$ cat config.mk
export PLATFORM = sky130hd
export DESIGN_NAME = cs_packetizer
export DESIGN_NICKNAME = d
export VERILOG_FILES = /design/src/rtl/cs_packetizer.sv
export SDC_FILE = /design/constraint.sdc
export NUM_CORES = 1
export LEC_CHECK = 0
export CAP_MARGIN = 20
export CELL_PAD_IN_SITES_DETAIL_PLACEMENT = 1
export CELL_PAD_IN_SITES_GLOBAL_PLACEMENT = 1
export CORE_UTILIZATION = 40
export DETAILED_ROUTE_END_ITERATION = 8
export PLACE_DENSITY_LB_ADDON = 0.1
export RECOVER_POWER = 50
export REMOVE_ABC_BUFFERS = 1
export SLEW_MARGIN = 20
export SYNTH_ARGS = -nofsm -noshare
export SYNTH_HDL_FRONTEND = slang
export SYNTH_SLANG_ARGS = --single-unit
export TNS_END_PERCENT = 100
$ cat constraint.sdc
create_clock -name clk -period 5.4 [get_ports clk]
set_input_delay 1.35 -clock clk [delete_from_list [all_inputs] [get_ports clk]]
set_output_delay 1.35 -clock clk [all_outputs]
set_load 0.01 [all_outputs]
$ cat src/rtl/cs_packetizer.sv
// -----------------------------------------------------------------------------
// cs_packetizer
//
// Output stage of the compressive-sensing quantizer. It captures one quantized
// measurement packet together with the quantizer shift used for it. The packet
// is then sent as a serial word stream with a valid/ready handshake: first one
// header word that carries the shift, then REG_BANK_DEPTH payload words (word 0
// first).
//
// Optional feature: define CS_PACKETIZER_CHECKSUM_EN to append one checksum
// word. The checksum is the XOR of the header and all payload words, and
// out_last then marks the checksum word instead of the last payload word.
//
// Ports:
//   clk         rising-edge clock
//   rst         synchronous, active-high reset
//   in_valid    upstream packet present
//   in_ready    packet accepted this cycle (idle and not in reset)
//   bit_shift   quantizer shift for the presented packet
//   bit_stream  packed packet, word i at [DATA_WIDTH*i +: DATA_WIDTH]
//   out_data    current stream word (registered)
//   out_valid   out_data valid
//   out_ready   downstream accepts the current word
//   out_last    current word is the final word of the packet (registered)
//   busy        a packet is held or being streamed
// -----------------------------------------------------------------------------
module cs_packetizer #(
    parameter int DATA_WIDTH      = 16,
    parameter int REG_BANK_DEPTH  = 8,
    parameter int BIT_SHIFT_WIDTH = 4,
    parameter int PACKET_LEN      = DATA_WIDTH * REG_BANK_DEPTH
) (
    input  logic                       clk,
    input  logic                       rst,
    input  logic                       in_valid,
    output logic                       in_ready,
    input  logic [BIT_SHIFT_WIDTH-1:0] bit_shift,
    input  logic [PACKET_LEN-1:0]      bit_stream,
    output logic [DATA_WIDTH-1:0]      out_data,
    output logic                       out_valid,
    input  logic                       out_ready,
    output logic                       out_last,
    output logic                       busy
);

    localparam int CNT_W = (REG_BANK_DEPTH > 1) ? $clog2(REG_BANK_DEPTH) : 1;
    localparam logic [CNT_W-1:0] CNT_LAST = CNT_W'(REG_BANK_DEPTH - 1);

`ifdef CS_PACKETIZER_CHECKSUM_EN
    localparam bit LAST_ON_PAYLOAD = 1'b0;
`else
    localparam bit LAST_ON_PAYLOAD = 1'b1;
`endif

    typedef enum logic [1:0] {
        IDLE,
        HEADER,
`ifdef CS_PACKETIZER_CHECKSUM_EN
        PAYLOAD,
        CHECK
`else
        PAYLOAD
`endif
    } state_t;

    state_t                  state;
    logic [CNT_W-1:0]        cnt;
    logic [CNT_W-1:0]        cnt_next;
    logic [DATA_WIDTH-1:0]   words_q  [REG_BANK_DEPTH];
    logic [DATA_WIDTH-1:0]   in_words [REG_BANK_DEPTH];
    logic [DATA_WIDTH-1:0]   header_word;
    logic                    accept_out;

`ifdef CS_PACKETIZER_CHECKSUM_EN
    logic [DATA_WIDTH-1:0]   chk_in;
    logic [DATA_WIDTH-1:0]   chk_q;
`endif

    assign in_ready   = (state == IDLE) && !rst;
    assign busy       = (state != IDLE);
    assign accept_out = out_valid && out_ready;
    assign cnt_next   = cnt + CNT_W'(1);

    // Unpack the flat input packet into words and zero-extend the shift.
    always_comb begin
        for (int unsigned i = 0; i < REG_BANK_DEPTH; i++) begin
            in_words[i] = bit_stream[DATA_WIDTH*i +: DATA_WIDTH];
        end
        header_word = DATA_WIDTH'(bit_shift);
    end

`ifdef CS_PACKETIZER_CHECKSUM_EN
    // The checksum is computed from the inputs at capture time. Because it is
    // held in chk_q, it cannot change during stalls.
    always_comb begin
        chk_in = header_word;
        for (int unsigned i = 0; i < REG_BANK_DEPTH; i++) begin
            chk_in = chk_in ^ in_words[i];
        end
    end
`endif

    always_ff @(posedge clk) begin
        if (rst) begin
            state     <= IDLE;
            out_valid <= 1'b0;
            out_last  <= 1'b0;
            out_data  <= '0;
            cnt       <= '0;
`ifdef CS_PACKETIZER_CHECKSUM_EN
            chk_q     <= '0;
`endif
        end else begin
            case (state)
                IDLE: begin
                    // in_ready is just (IDLE && !rst), and rst is low here.
                    if (in_valid) begin
                        words_q   <= in_words;
                        state     <= HEADER;
                        out_valid <= 1'b1;
                        out_data  <= header_word;
                        out_last  <= 1'b0;
                        cnt       <= '0;
`ifdef CS_PACKETIZER_CHECKSUM_EN
                        chk_q     <= chk_in;
`endif
                    end
                end

                HEADER: begin
                    if (accept_out) begin
                        state    <= PAYLOAD;
                        cnt      <= '0;
                        out_data <= words_q[0];
                        out_last <= LAST_ON_PAYLOAD && (REG_BANK_DEPTH == 1);
                    end
                end

                PAYLOAD: begin
                    if (accept_out) begin
                        if (cnt == CNT_LAST) begin
                            cnt <= '0;
`ifdef CS_PACKETIZER_CHECKSUM_EN
                            state    <= CHECK;
                            out_data <= chk_q;
                            out_last <= 1'b1;
`else
                            state     <= IDLE;
                            out_valid <= 1'b0;
                            out_last  <= 1'b0;
                            out_data  <= '0;
`endif
                        end else begin
                            // The next word is preloaded into the output
                            // register. This way out_data never depends
                            // combinationally on out_ready.
                            cnt      <= cnt_next;
                            out_data <= words_q[cnt_next];
                            out_last <= LAST_ON_PAYLOAD && (cnt_next == CNT_LAST);
                        end
                    end
                end

`ifdef CS_PACKETIZER_CHECKSUM_EN
                CHECK: begin
                    if (accept_out) begin
                        state     <= IDLE;
                        out_valid <= 1'b0;
                        out_last  <= 1'b0;
                        out_data  <= '0;
                        cnt       <= '0;
                    end
                end
`endif

                default: begin
                    state     <= IDLE;
                    out_valid <= 1'b0;
                    out_last  <= 1'b0;
                    out_data  <= '0;
                    cnt       <= '0;
                end
            endcase
        end
    end

endmodule

==> run_results.csv <==
group,metric,value,unit
synthesis,synth_commonest_cells,"128 x edfxtp_1, 54 x mux2i_1, 32 x a22oi_1, 23 x dfxtp_1",
die,die-area,15400,um2
sta,rsz0062_at_grt,"no",
global_route,grt_max_degree,75,
sta,fmax,230,MHz
sta,relSlewSlack,-65.8,%
power_and_ir_drop,p_sw,562,uW
clock_network,cts_tree,"done",
clock_network,cts.htree.levels,4,
sta,fin_crit_sh,80.4,%
power_and_ir_drop,swShare,20.7,%
synthesis,async_flop_share,0,%
synthesis,synth_area_leader_cell,"edfxtp_1",
global_route,grt_pass1_vias,3978,
synthesis,yosys_warnings,0,
synthesis,synth_edf_count,128,
outcome,violations,"max-capacitance violations, max-slew violations",
final_layout,multi_input_area,1500,um2
final_layout,fill_cells,1381,
sta,skew,0.00883,ns
route,drt_iter0_markers,162,
sta,whs,0.465,ns
synthesis,synth_cells,352,
clock_network,cts-root-buf,"clkbuf_16",
place,postPlaceCellArea,7640,um2
route,num_vias,3681,
global_route,grt_pass1_wl,21.2,mm
route,drtPass1Iterations,4,
power_and_ir_drop,power.total,2.71,mW
place,gp_congestion,0.703,
global_route,antenna_found_initial,1,
synthesis,ys.flop_type,"edfxtp_1",
die,die_h,124,um
power_and_ir_drop,pwr-share-clk,43.9,%
synthesis,yosysSeqAreaShare,72.4,%
final_layout,area_growth,38.4,%
global_route,track_usage,19.5,%
route,via_per_inst,5.20,
clock_network,cts.sinks,151,
die,core,14500,um2
power_and_ir_drop,pwr-share-comb,6.7,%
sta,setup_viol,0,
place,place.port_buffers,155,
synthesis,synth_top_area_share,64.6,%
route,drc,0,
route,final_antenna_net_count,0,
sta,tightest_slew,2.49,ns
synthesis,synth_area,5950,um2
hold_path,hold_class,"reg2reg",
die,initial_core_util,40.9,%
clock_network,clk_latency,0.42,ns
die,io_pins,156,
synthesis,synthDistinctLibCells,33,
clock_network,cts.hold.buffers_added,0,
power_and_ir_drop,internal-power,2.15,mW
global_route,grt-ovfl-total,0,
synthesis,synth.top_cells.by_area,"edfxtp_1 65%, mux2i_1 9.1%, dfxtp_1 7.7%",
final_layout,fin_nets,648,
synthesis,yosysMostFrequentCell,"edfxtp_1",
power_and_ir_drop,seqPwrFrac,49.4,%
worst_setup_path,cp.required,5.48,ns
route,wl_per_cell,20.2,um
sta,setup_tns,0,ns
power_and_ir_drop,vdd_drop_max,0.000228,V
worst_setup_path,critPathMaxFanout,74,
flow_run,cap_violations,1,
die,placementRows,44,
place,dp_hpwl,9.18,mm
worst_setup_path,cp-end-kind,"register",
sta,slew_violations,55,
worst_setup_path,path_class,"in2reg",
worst_setup_path,worstPathArrival,4.42,ns
worst_setup_path,critPathLaunchType,"input pin",
clock_network,cts-resized-gates,0,
outcome,outcome,"finished, violations left",
power_and_ir_drop,p_per_area,329,nW/um2
die,die_x,124,um
clock_network,path_clk_slew,0.06,ns
synthesis,synth-seq-cells,151,
sta,min_period,4.34,ns
final_layout,seq_area,4310,um2
final_layout,design_area,8230,um2
power_and_ir_drop,leakagePower,2.69,nW
clock_network,cts_buffers,17,
clock_network,cts.path.max_buffers,2,
synthesis,synth_area_per_cell,16.9,um2
route,totalWireLength,14.3,mm
clock_network,postCtsSetupBuffers,0,
sta,finalHoldViolCount,0,
final_layout,drive_above_1_share,9.39,%
## metal layers
metal,track usage (%),vias to the layer above,share of wire [%]
met1,22.2,1826,41
met2,34.3,113,52
met4,7.81,0,1.5
met3,5.45,21,5.9
li1,-,1721,-
met5,0,-,0
## state kept, by name, summed over array words and instances, names as in the netlist
register   flops
state          2
cnt            3
out_valid      1
out_data      16
out_last       1
words_q      128
## power by group through the flow
stage / clock network [mW] / registers [mW] / logic, mW
final: 1.19 / 1.34 / 0.183
after global routing: 1.25 / 1.35 / 0.198
after CTS: 1.22 / 1.34 / 0.205
after detailed placement: 0 / 1.36 / 0.204
after global placement: 0 / 1.36 / 0.197
after floorplan: 0 / 1.37 / 0.0592
## through the flow
| stage | instances | worst slack [ns] | util [%] |
|---|---|---|---|
| 5_1_grt | 707 | 0.804 | 56.6 |
| 3_3_place_gp | 674 | 1.54 | 52.6 |
| 6_report | 708 | 1.06 | 56.6 |
| 4_1_cts | 706 | 1.52 | 56.6 |
| 2_1_floorplan | 331 | 0.344 | - |
| 3_5_place_dp | 674 | 1.53 | 52.6 |
## final timing paths
path	from	end	slack, ns	cells past startpoint
min reg2reg	cnt[2]	cnt[2]	0.46	2
min	cnt[2]	cnt[2]	0.46	2
max	rst	words_q[77]	1.06	4
max reg2reg	state[1]	words_q[77]	1.73	4
## placed cells by master (no fill, tap or decap), types with 7 or more instances in the layout
master,count
dlygate4sd3_1,130
edfxtp_1,128
mux2i_1,54
a22oi_1,32
clkdlybuf4s50_1,25
dfxtp_1,22
clkbuf_16,17
nand2_1,11
nand3_1,11
o21ai_0,11
mux4_2,10
nor2_1,7
## cells by family (layout without fill, tap and decap cells)
group,count (synthesis),count (layout),share of synthesized area (%)
adders and majority gates,3,3,0.631
AOI/OAI and AO/OA,60,60,6.94
xor gates and xnor gates,1,1,0.147
and+or+nand+nor,49,49,4.48
other,0,2,0
muxes,64,64,12.9
DFF,151,151,72.4
buffers and inverters,24,194,2.57
## critical path: stages
cell and delay (ns):
dlygate4sd3_1 0.57, nor2_1 0.15, and2_1 1.83, buf_12 0.43
## layout make-up
type                            count  share of cell area, %
Multi-Input combinational cell    177                   18.2
Tap cell                          184                   2.80
Clock inverter                     13                   1.88
Timing Repair Buffer              159                   19.3
Sequential cell                   151                   52.3
Clock buffer                       19                   5.26
Inverter                            3                  0.137
Antenna cell                        2                 0.0608
(Power assumes the default switching activity.)
